File: src/rtl/control_regfile_if.sv
// Host byte-stream link between a first-word-fall-through byte FIFO and its consumer.
// Latency: none, wires only.
// Backpressure: the consumer pops with data_clk; data is held while data_rdy=1.
//
// Signals:
//   data      byte at the FIFO head, valid while data_rdy=1
//   data_rdy  FIFO holds at least one byte
//   data_clk  one-cycle pop strobe from the consumer
interface control_regfile_if;
  logic [7:0] data;
  logic       data_rdy;
  logic       data_clk;

  modport master (output data, output data_rdy, input data_clk);
  modport slave  (input data, input data_rdy, output data_clk);
endinterface

File: src/rtl/control_regfile.sv
// Deframes host bytes (SYNC, CMD, data MSB first, XOR CSUM) into shadow registers; commit copies shadow to active.
// Latency: regs/commit_pulse/frame_err update two edges after the CSUM byte is popped.
// Backpressure: pops at most every other cycle, only while data_rdy=1, never during the apply cycle.
//
// Ports:
//   clk_100M, rst_n      clock and async active-low reset (deassertion synchronised here)
//   host (slave)         byte stream: data, data_rdy in; data_clk pop strobe out
//   regs                 active registers, register k at [k*W +: W], W = REG_BYTES*8
//   commit_pulse         one cycle after a committing frame is applied
//   frame_err            one cycle after a rejected or timed-out frame
//   err_count            saturating count of rejected frames
module control_regfile #(
  parameter int unsigned NUM_REGS    = 8,
  parameter int unsigned REG_BYTES   = 3,
  parameter logic [7:0]  SYNC_BYTE   = 8'hA5,
  parameter int unsigned TIMEOUT_CYC = 100000,
  parameter logic [NUM_REGS*REG_BYTES*8-1:0] RESET_VAL = '0
) (
  input  logic                            clk_100M,
  input  logic                            rst_n,
  control_regfile_if.slave                host,
  output logic [NUM_REGS*REG_BYTES*8-1:0] regs,
  output logic                            commit_pulse,
  output logic                            frame_err,
  output logic [15:0]                     err_count
);

  localparam int unsigned W  = REG_BYTES * 8;
  localparam int unsigned TW = $clog2(TIMEOUT_CYC + 1);
  localparam int unsigned IW = $clog2(REG_BYTES + 1);

  typedef enum logic [2:0] {HUNT, CMD, DATA, CSUM, APPLY} state_t;

  logic [1:0]            rst_sync_q;
  logic                  rst_sync_n;
  state_t                state;
  logic [7:0]            cmd_q;
  logic [7:0]            csum_q;
  logic [IW-1:0]         idx_q;
  logic [W-1:0]          asm_q;
  logic                  csum_ok_q;
  logic                  addr_ok_q;
  logic [TW-1:0]         timer_q;
  logic                  popped_q;
  logic [NUM_REGS*W-1:0] shadow;

  logic                  pop;
  logic                  in_frame;
  logic                  timeout_hit;
  logic                  addr_ok;
  logic                  frame_ok;
  logic                  bump_err;
  logic [6:0]            addr;
  logic [15:0]           err_nx;
  logic [NUM_REGS*W-1:0] shadow_nx;

  // Assert asynchronously, release two edges after rst_n rises.
  always_ff @(posedge clk_100M or negedge rst_n) begin
    if (!rst_n) rst_sync_q <= 2'b00;
    else        rst_sync_q <= {rst_sync_q[0], 1'b1};
  end
  assign rst_sync_n = rst_sync_q[1];

  // The pop strobe is combinational so it can never fire on a cycle where
  // data_rdy has dropped. popped_q resets to 1, which also holds it low in reset.
  assign host.data_clk = host.data_rdy && !popped_q && (state != APPLY);
  assign pop           = host.data_clk;

  assign addr        = cmd_q[6:0];
  assign addr_ok     = (32'(addr) < NUM_REGS);
  assign in_frame    = (state == CMD) || (state == DATA) || (state == CSUM);
  assign timeout_hit = in_frame && !pop && (timer_q == TW'(TIMEOUT_CYC - 1));
  assign frame_ok    = csum_ok_q && addr_ok_q;
  assign bump_err    = ((state == APPLY) && !frame_ok) || timeout_hit;
  assign err_nx      = (bump_err && (err_count != 16'hFFFF)) ? err_count + 16'd1 : err_count;

  // Shadow array with the assembled value merged in; commits load regs from this
  // so the new value and the rest of the shadow appear on the same edge.
  always_comb begin
    shadow_nx = shadow;
    if (addr_ok) shadow_nx[32'(addr)*W +: W] = asm_q;
  end

  always_ff @(posedge clk_100M or negedge rst_sync_n) begin
    if (!rst_sync_n) begin
      state        <= HUNT;
      cmd_q        <= '0;
      csum_q       <= '0;
      idx_q        <= '0;
      asm_q        <= '0;
      csum_ok_q    <= 1'b0;
      addr_ok_q    <= 1'b0;
      timer_q      <= '0;
      popped_q     <= 1'b1;
      shadow       <= RESET_VAL;
      regs         <= RESET_VAL;
      commit_pulse <= 1'b0;
      frame_err    <= 1'b0;
      err_count    <= '0;
    end else begin
      popped_q     <= pop;
      commit_pulse <= 1'b0;
      frame_err    <= 1'b0;
      err_count    <= err_nx;
      // Idle cycles count only inside a frame; any pop restarts the count.
      timer_q      <= (in_frame && !pop && !timeout_hit) ? timer_q + 1'b1 : '0;

      case (state)
        HUNT: begin
          if (pop && (host.data == SYNC_BYTE)) state <= CMD;
        end
        CMD: begin
          if (pop) begin
            cmd_q  <= host.data;
            csum_q <= host.data;
            idx_q  <= '0;
            state  <= DATA;
          end else if (timeout_hit) begin
            state     <= HUNT;
            frame_err <= 1'b1;
          end
        end
        DATA: begin
          if (pop) begin
            asm_q  <= (asm_q << 8) | W'(host.data);
            csum_q <= csum_q ^ host.data;
            idx_q  <= idx_q + 1'b1;
            if (idx_q == IW'(REG_BYTES - 1)) state <= CSUM;
          end else if (timeout_hit) begin
            state     <= HUNT;
            frame_err <= 1'b1;
          end
        end
        CSUM: begin
          if (pop) begin
            csum_ok_q <= (csum_q == host.data);
            addr_ok_q <= addr_ok;
            state     <= APPLY;
          end else if (timeout_hit) begin
            state     <= HUNT;
            frame_err <= 1'b1;
          end
        end
        APPLY: begin
          state <= HUNT;
          if (frame_ok) begin
            shadow <= shadow_nx;
            if (cmd_q[7]) begin
              regs         <= shadow_nx;
              commit_pulse <= 1'b1;
            end
          end else begin
            frame_err <= 1'b1;
          end
        end
        default: state <= HUNT;
      endcase
    end
  end

endmodule

File: src/flat_wrapper.sv
// flat-port wrapper written by rule: the top's interface ports become plain ports
module control_regfile_flat 
#(
  parameter int unsigned NUM_REGS    = 8,
  parameter int unsigned REG_BYTES   = 3,
  parameter logic [7:0]  SYNC_BYTE   = 8'hA5,
  parameter int unsigned TIMEOUT_CYC = 100000,
  parameter logic [NUM_REGS*REG_BYTES*8-1:0] RESET_VAL = '0
)
  (clk_100M, rst_n, regs, commit_pulse, frame_err, err_count, host_data, host_data_rdy, host_data_clk);
  control_regfile_if host_i ();
  input  logic clk_100M;
  input  logic rst_n;
  output logic [NUM_REGS*REG_BYTES*8-1:0] regs;
  output logic commit_pulse;
  output logic frame_err;
  output logic [15:0] err_count;
  input wire logic [$bits(host_i.data)-1:0] host_data;
  input wire logic [$bits(host_i.data_rdy)-1:0] host_data_rdy;
  output wire logic [$bits(host_i.data_clk)-1:0] host_data_clk;
  assign host_i.data = host_data;
  assign host_i.data_rdy = host_data_rdy;
  assign host_data_clk = host_i.data_clk;
  control_regfile #(.NUM_REGS(NUM_REGS), .REG_BYTES(REG_BYTES), .SYNC_BYTE(SYNC_BYTE), .TIMEOUT_CYC(TIMEOUT_CYC), .RESET_VAL(RESET_VAL)) u_core (.clk_100M(clk_100M), .rst_n(rst_n), .host(host_i), .regs(regs), .commit_pulse(commit_pulse), .frame_err(frame_err), .err_count(err_count));
endmodule
File: config.mk
export PLATFORM = sky130hd
export DESIGN_NAME = control_regfile_flat
export DESIGN_NICKNAME = d
export VERILOG_FILES = /design/src/rtl/control_regfile_if.sv /design/src/rtl/control_regfile.sv /design/src/flat_wrapper.sv
export SDC_FILE = /design/constraint.sdc
export NUM_CORES = 1
export LEC_CHECK = 0
export CAP_MARGIN = 20
export CORE_ASPECT_RATIO = 0.5
export CORE_MARGIN = 5
export CORE_UTILIZATION = 30
export DETAILED_ROUTE_END_ITERATION = 8
export GPL_TIMING_DRIVEN = 0
export PLACE_DENSITY_LB_ADDON = 0.25
export SYNTH_ARGS = -nofsm -noshare
export SYNTH_HDL_FRONTEND = slang
export SYNTH_SLANG_ARGS = --single-unit
File: constraint.sdc
create_clock -name clk_100M -period 19.2 [get_ports clk_100M]
set_clock_uncertainty 0.15 [all_clocks]
set_input_delay 2.88 -clock clk_100M [delete_from_list [all_inputs] [get_ports clk_100M]]
set_output_delay 2.88 -clock clk_100M [all_outputs]
set_load 0.01 [all_outputs]
* Yosys cells after proc, flatten, opt, wreduce, memory -nomap -nowiden *
Cells that the tools add are included.

storage, ports and cells
  register bits = 469
  input bits = 11
  output and inout bits = 211
  word-level logic and storage cells = 88

operators by class
  add/subtract/negate cells = 4
  multipliers = 1
  order comparisons = 1
  equal/unequal tests = 14
  shift operators = 2
  mux-type cells = 23
  bitwise gates (word level) = 2
  reductions and logical operators = 26

operator list
  cell                       count
  $bwmux 192                 1
  $mux 192                   1
  $shift 24x34->192 const A  1
  $shiftx 24x34->192         1
  $neg 12->34                1
  $or 24x8->24               1
  $mux 3                     6
  $add 17x1->17 const B      1
  $eq 17x17->1 const B       1
  $mux 17                    1
  $add 16x1->16 const B      1
  $mux 8                     2
  $ne 16x16->1 const B       1
  $pmux 8 s2                 1
  $pmux 3 s4                 1
  $reduce_and 2->1           5
  $logic_and 1x1->1          9
  $mul 7x2->9 const B        1
  $eq 8x8->1                 1
  $eq 8x8->1 const B         1
  $xor 8x8->8                1
  $lt 7x4->1 const B         1
  $eq 3x2->1 const B         2
  $mux 1                     6
  15 further kinds           25

* Longest topological paths before layout *
Gate-level depths: netlist of run 1.

  depth in word-level cells = 9
  mapped depth = 18
  gate-level depth less buffers = 13

* Least setup slack after synthesis of run 1 *
OpenSTA, ideal clock, no wires.

  path type = input to output
  start = input port host_data_rdy
  end = output port host_data_clk
  data arrival time = 3.176 ns
  required time = 16.170 ns
  slack = 12.994 ns
  stages on the path = 2
  buffers on the path = 0
  path through = nand2b_1 -> a21oi_1

on the way
  longest elaborated chain between the ends = 2

ends and longest elaborated chain
  element                         RTL line               source
  start, declared                 flat_wrapper.sv:19     input wire logic [$bits(host_i.data_rdy)-1:0] host_data_rdy;
  $logic_and 1x1->1 (2 in a row)  control_regfile.sv:66  assign host.data_clk = host.data_rdy && !popped_q && (state != APPLY);
  end, declared                   flat_wrapper.sv:20     output wire logic [$bits(host_i.data_clk)-1:0] host_data_clk;

No other way between the ends.

* Worst setup path in the final report of run 1 *
Ends and elaborated chain as after synthesis.

==> results of run 1 <==
cells in the mapped netlist (20+ instances only):
| cell | count |
|---|---|
| and2_1 | 20 |
| nand2_1 | 447 |
| o21ai_2 | 32 |
| o21ai_0 | 308 |
| o21ai_1 | 40 |
| xnor2_1 | 24 |
| xor2_1 | 23 |
| a22o_1 | 23 |
| buf_2 | 29 |
| a21oi_1 | 96 |
| mux2i_1 | 174 |
| nor2_1 | 142 |
| clkbuf_1 | 100 |
| a22oi_1 | 24 |
| dfrtp_1 | 468 |
| nor3_1 | 20 |
| nand3_1 | 46 |
| mux2_2 | 74 |
power by group:
part           switching, mW  leakage, nW  internal, mW
combinational          0.767         4.21         0.231
sequential            0.0315         6.49          1.01
clock                  0.416        0.776         0.560
per-layer routing:
metal	GRT usage	vias to the layer above	wire (um)	part of all wire
met3	0.02950	139	4564	0.057
met1	0.2646	9495	36320	0.45
li1	-	8746	-	-
met4	0.05369	0	2217	0.028
met2	0.3131	516	36920	0.46
met5	0	-	0	0
cell usage in the layout (no fill, tap or decap), drive strengths merged, types with 23 or more instances in the layout:
cell type      synthesis  routed
dfrtp                468     468
nor2                 144     144
a21oi                 96      96
clkdlybuf4s50          0     221
nand3                 47      47
xnor2                 25      25
nand2                450     450
a22o                  23      23
mux2                  82      82
xor2                  23      23
o21ai                380     380
a22oi                 24      24
buf                   51      59
mux2i                174     174
clkbuf               104     168
final timing paths:
check | from | to | slack [ps] | cells past startpoint
setup / recovery | host_data_rdy | host_data_clk | 11960 | 4
max in group asynchronous | rst_n | u_core.rst_sync_q[1]$_DFF_PN0_ | 16490 | 1
hold reg to reg | u_core.rst_sync_q[0]$_DFF_PN0_ | u_core.rst_sync_q[1]$_DFF_PN0_ | 200 | 0
hold / removal | u_core.rst_sync_q[0]$_DFF_PN0_ | u_core.rst_sync_q[1]$_DFF_PN0_ | 200 | 0
min in group asynchronous | u_core.rst_sync_q[1]$_DFF_PN0_ | u_core.regs[77]$_DFFE_PN0P_ | 250 | 0
setup reg to reg | u_core.cmd_q[0]$_DFFE_PN0P_ | u_core.shadow[159]$_DFFE_PN0P_ | 13420 | 16
worst max-delay path, stage by stage:
cell	delay, ps
clkdlybuf4s50_1	470
nand2b_1	70
a21oi_1	190
clkdlybuf4s50_1	600
stage by stage:
stage               total power [mW]  cell area, um^2  setup TNS (ps)  utilization
finish                         3.019            28160               0       0.3738
CTS                            3.006            28160               0       0.3738
global route                   3.145            28160               0       0.3738
floorplan                      1.664            22860               0            -
global placement               2.011            26350         -563870       0.3498
detailed placement             2.025            26570               0       0.3527
flip-flops by register name, summed over array words and instances, names as in the netlist, 3 cells and up:
register and flops:
u_core.timer_q 17, u_core.cmd_q 8, u_core.shadow 192, u_core.regs 192
u_core.asm_q 24, u_core.csum_q 8, u_core.state 3, u_core.err_count 16
layout make-up:
type | instances | area, um^2 | area share
flip-flops and latches | 469 | 11740 | 0.4169
multi-input cells | 1702 | 10370 | 0.3681
repair buffers | 229 | 2420 | 0.08593
clock buffers | 64 | 1309 | 0.04647
well taps | 1022 | 1279 | 0.04541
plain buffers | 155 | 705.7 | 0.02506
clock inverters | 18 | 279.0 | 0.009908
inverters | 15 | 56.30 | 0.001999
diodes | 2 | 5.005 | 0.0001777
logic make-up after synthesis:
family                   count (synthesis)  synth area share
adder cells (fa/ha/maj)                 16          0.009084
AND/OR/NAND/NOR                        784            0.1523
other                                    1         0.0001640
flip-flops                             469            0.5134
AO/OA/AOI/OAI                          596            0.1542
buffers and inverters                  170           0.03333
XOR/XNOR                                49           0.01970
multiplexers                           256            0.1179
==> impl_metrics.csv, run 1 <==
group,metric,value,unit
sta,max_slew_margin,0.1774,
worst_hold_path,hp-class,"reg -> reg",
drt,first_pass_iters,5,
sta,rsz0062_at_grt,"false",
clock_network,clk_path_buf_depth,3,
synthesis,synth.distinct_cells,82,
synthesis,ys_seq_area_frac,0.5134,
global_routing,grt_usage,0.1911,
global_routing,grt-ovfl-total,0,
synthesis,ys_warn_count,0,
drt,wl,80.02,mm
drt,drc,0,
power,max-vdd-ir-drop,0.05980,mV
global_routing,grt_pass1_vias,19000,
clock_network,numCtsBuffers,46,
sta,fin_crit,7241,ps
synthesis,syn_inst,2341,
floorplan,num_rows,71,
critical_path,cp_max_fo,2,
global_routing,grt_first_pass_wirelength,120.5,mm
clock_network,clk_latency,610,ps
synthesis,ys_seq_elements,469,
critical_path,critPathArrivalTime,4210,ps
finish,fill_cells,7640,
sta,finalSetupViolations,0,
clock_network,cts_resized,0,
synthesis,syn_nets,2368,
critical_path,worst_setup_path_end_kind,"output pin",
synthesis,synth_top_cell_area_share,0.5122,
clock_network,hold_buffers,0,
floorplan,initial_core_util,0.3035,
drt,ant_nets,0,
place,io_buffers,221,
finish,fin_cells,3676,
finish,drive_gt1_frac,0.1022,
sta,slew_violations,0,
critical_path,crit_type,"in -> out",
synthesis,synthesis.area,22860,um^2
global_routing,grt_max_degree,66,
critical_path,worstSetupStartpointType,"primary input",
run,cap_viol_max_count,0,
sta,fmax,0.1381,GHz
synthesis,synth_ff_type,"dfrtp_1",
place,post-place-ws,11960,ps
finish,nNetsFinal,2645,
drt,avgViaCountPerCell,5.140,
floorplan,core,75330,um^2
power,power.density,107.2,nW/um^2
sta,period_share,0.3771,
outcome,status,"completed",
clock_network,cts.sinks,469,
floorplan,pin_count,222,
floorplan,die_w,400.4,um
critical_path,worstPathRequired,16170,ps
place,post-place-cells,3592,
synthesis,synth_area_leaders,"dfrtp_1, mux2i_1, nand2_1, o21ai_0, mux2_2",
place,hpwl,59.40,mm
global_routing,antenna_found_initial,0,
clock_network,htree_levels,2,
place,place.gp.congestion,0.9742,
power,leakagePower,11.47,nW
clock_network,cts-root-buf,"clkbuf_16",
clock_network,post_cts_buffers,0,
clock_network,clkTransAtPathRegs,60,ps
drt,num_vias,18900,
synthesis,syn_avg_cell_area,9.766,um^2
floorplan,fp.dieArea,82170,um^2
synthesis,synth_top_cell_by_area,"dfrtp_1",
sta,setup_ws,11960,ps
drt,wl_per_cell,21.77,um
drt,drtIter0Drc,1768,
sta,worst_slew_pin_slew,1225,ps
sta,hold_viol,0,
finish,area_delta_synth_final,23.17,%
synthesis,synth-edff-count,0,
sta,hold_ws,202.8,ps
floorplan,die_h,205.2,um
synthesis,synthArstFlopShare,1.000,
clock_network,cts_tree,"done",
(Power assumes the default switching activity.)
==> inputs of run 2 (changes only) <==
clock period = 6.6 ns   (was 19.2 ns; I/O delays follow)
==> impl_metrics.csv, run 2 (synthesized netlist as in run 1, its figures left out) <==
group,metric,value,unit
power,max-vdd-ir-drop,0.1674,mV
clock_network,cts_tree,"done",
clock_network,cts.sinks,469,
global_routing,grt-ovfl-total,0,
floorplan,die_w,400.4,um
clock_network,htree_levels,2,
global_routing,antenna_found_initial,0,
finish,top_regs,"u_core.regs (192), u_core.shadow (192), u_core.asm_q (24)",
sta,slew_violations,0,
drt,wl,79.60,mm
worst_hold_path,hp-class,"reg -> async",
clock_network,hold_buffers,0,
floorplan,die_h,205.2,um
power,power.density,307.5,nW/um^2
finish,drive_gt1_frac,0.1011,
drt,drtIter0Drc,1595,
drt,avgViaCountPerCell,5.120,
finish,final_cell_mix,"dfrtp_1, nand2_1, o21ai_0, clkdlybuf4s50_1, mux2i_1",
clock_network,cts-root-buf,"clkbuf_16",
place,hpwl,59.47,mm
critical_path,crit_start,"u_core.cmd_q[0]$_DFFE_PN0P_",
run,cap_viol_max_count,0,
floorplan,fp.dieArea,82170,um^2
clock_network,clk_path_buf_depth,3,
floorplan,core,75330,um^2
outcome,status,"completed",
sta,finalSetupViolations,0,
clock_network,numCtsBuffers,45,
floorplan,pin_count,222,
clock_network,clkTransAtPathRegs,60,ps
drt,num_vias,18810,
critical_path,crit_type,"reg -> reg",
floorplan,num_rows,71,
critical_path,cp_max_fo,10,
sta,fin_crit,5827,ps
critical_path,r2r-end,"u_core.shadow[159]$_DFFE_PN0P_",
critical_path,worstSetupStartpointType,"flop",
power,leakagePower,11.43,nW
critical_path,rr_worst_depth,16,
finish,final_common_cell,"dfrtp_1",
power,power,8.630,mW
critical_path,worstPathRequired,6920,ps
place,post-place-cells,3593,
sta,max_slew_margin,0.2261,
clock_network,post_cts_buffers,0,
sta,worst_slew_pin_slew,1153,ps
finish,nNetsFinal,2646,
sta,fmax,0.1716,GHz
drt,ant_nets,0,
drt,drc,0,
clock_network,clk_latency,580,ps
critical_path,critPathArrivalTime,6150,ps
global_routing,grt_usage,0.1895,
critical_path,reg2reg_slack,770,ps
drt,first_pass_iters,5,
finish,fin_cells,3674,
sta,hold_viol,0,
critical_path,crit_path_end,"u_core.shadow[159]$_DFFE_PN0P_",
finish,antenna-diode-count,0,
sta,period_share,0.8828,
sta,rsz0062_at_grt,"false",
floorplan,initial_core_util,0.3035,
finish,area_delta_synth_final,22.75,%
clock_network,cts_resized,0,
place,place.gp.congestion,0.9844,
global_routing,grt_pass1_vias,18720,
place,io_buffers,221,
drt,wl_per_cell,21.67,um
critical_path,reg2reg_from,"u_core.cmd_q[0]$_DFFE_PN0P_",
global_routing,grt_first_pass_wirelength,120.0,mm
global_routing,grt_max_degree,69,
critical_path,worst_setup_path_end_kind,"flop",
-- run 2: final cells by class --
type / count / area, um^2
plain buffers: 155 / 705.7
well taps: 1022 / 1279
clock buffers: 65 / 1281
multi-input cells: 1702 / 10370
repair buffers: 231 / 2440
inverters: 15 / 56.30
flip-flops and latches: 469 / 11740
clock inverters: 15 / 195.2
fillers: 7605 / 47270
-- run 2: worst max-delay path, cell delays in order, from the launching register on --
cell      delay [ps]
dfrtp_1          490
inv_1            110
clkbuf_1         520
ha_1             350
clkbuf_1         280
nor3_1           580
nand2_1          280
a21oi_1          220
xnor2_1          320
nand3_2          430
buf_2            380
nor4_1           490
buf_2            390
nand2_1          230
clkbuf_1         280
nand2_1          110
o21ai_0           90
-- run 2: per-layer routing --
metal | track usage | vias up | routed length, um
met5 | 0 | - | 0
met4 | 0.03998 | 0 | 1600
met3 | 0.03183 | 114 | 4193
met2 | 0.3119 | 513 | 37220
met1 | 0.2650 | 9463 | 36580
li1 | - | 8720 | -
-- run 2: how the worst min path moves through the flow --
stage,slack [ps],cells after the start,endpoint
after CTS,190,0,u_core.regs[42]$_DFFE_PN0P_
final,180,0,u_core.regs[41]$_DFFE_PN0P_
after floorplan,180,0,u_core.rst_sync_q[1]$_DFF_PN0_
after global placement,190,0,u_core.rst_sync_q[1]$_DFF_PN0_
after global routing,220,0,u_core.rst_sync_q[1]$_DFF_PN0_
after detailed placement,190,0,u_core.regs[41]$_DFFE_PN0P_
-- run 2: metrics by stage --
| stage | cell area, um^2 | TNS [ps] | hold WS [ps] | setup slack [ps] | utilization |
|---|---|---|---|---|---|
| floorplan | 22870 | 0 | 181.2 | 1869 | - |
| finish | 28060 | 0 | 175.4 | 773.4 | 0.3725 |
| CTS | 28060 | 0 | 193.1 | 967.7 | 0.3724 |
| detailed placement | 26580 | 0 | 186.0 | 959.0 | 0.3528 |
| global route | 28060 | 0 | 218.0 | 454.0 | 0.3725 |
| global placement | 26360 | -51000 | 186.1 | -195.0 | 0.3499 |
-- run 2: report_power, final --
part	switching, mW	leakage, nW	internal (mW)
logic	2.25	4.22	0.681
registers	0.0890	6.49	2.95
clock network	1.19	0.719	1.48
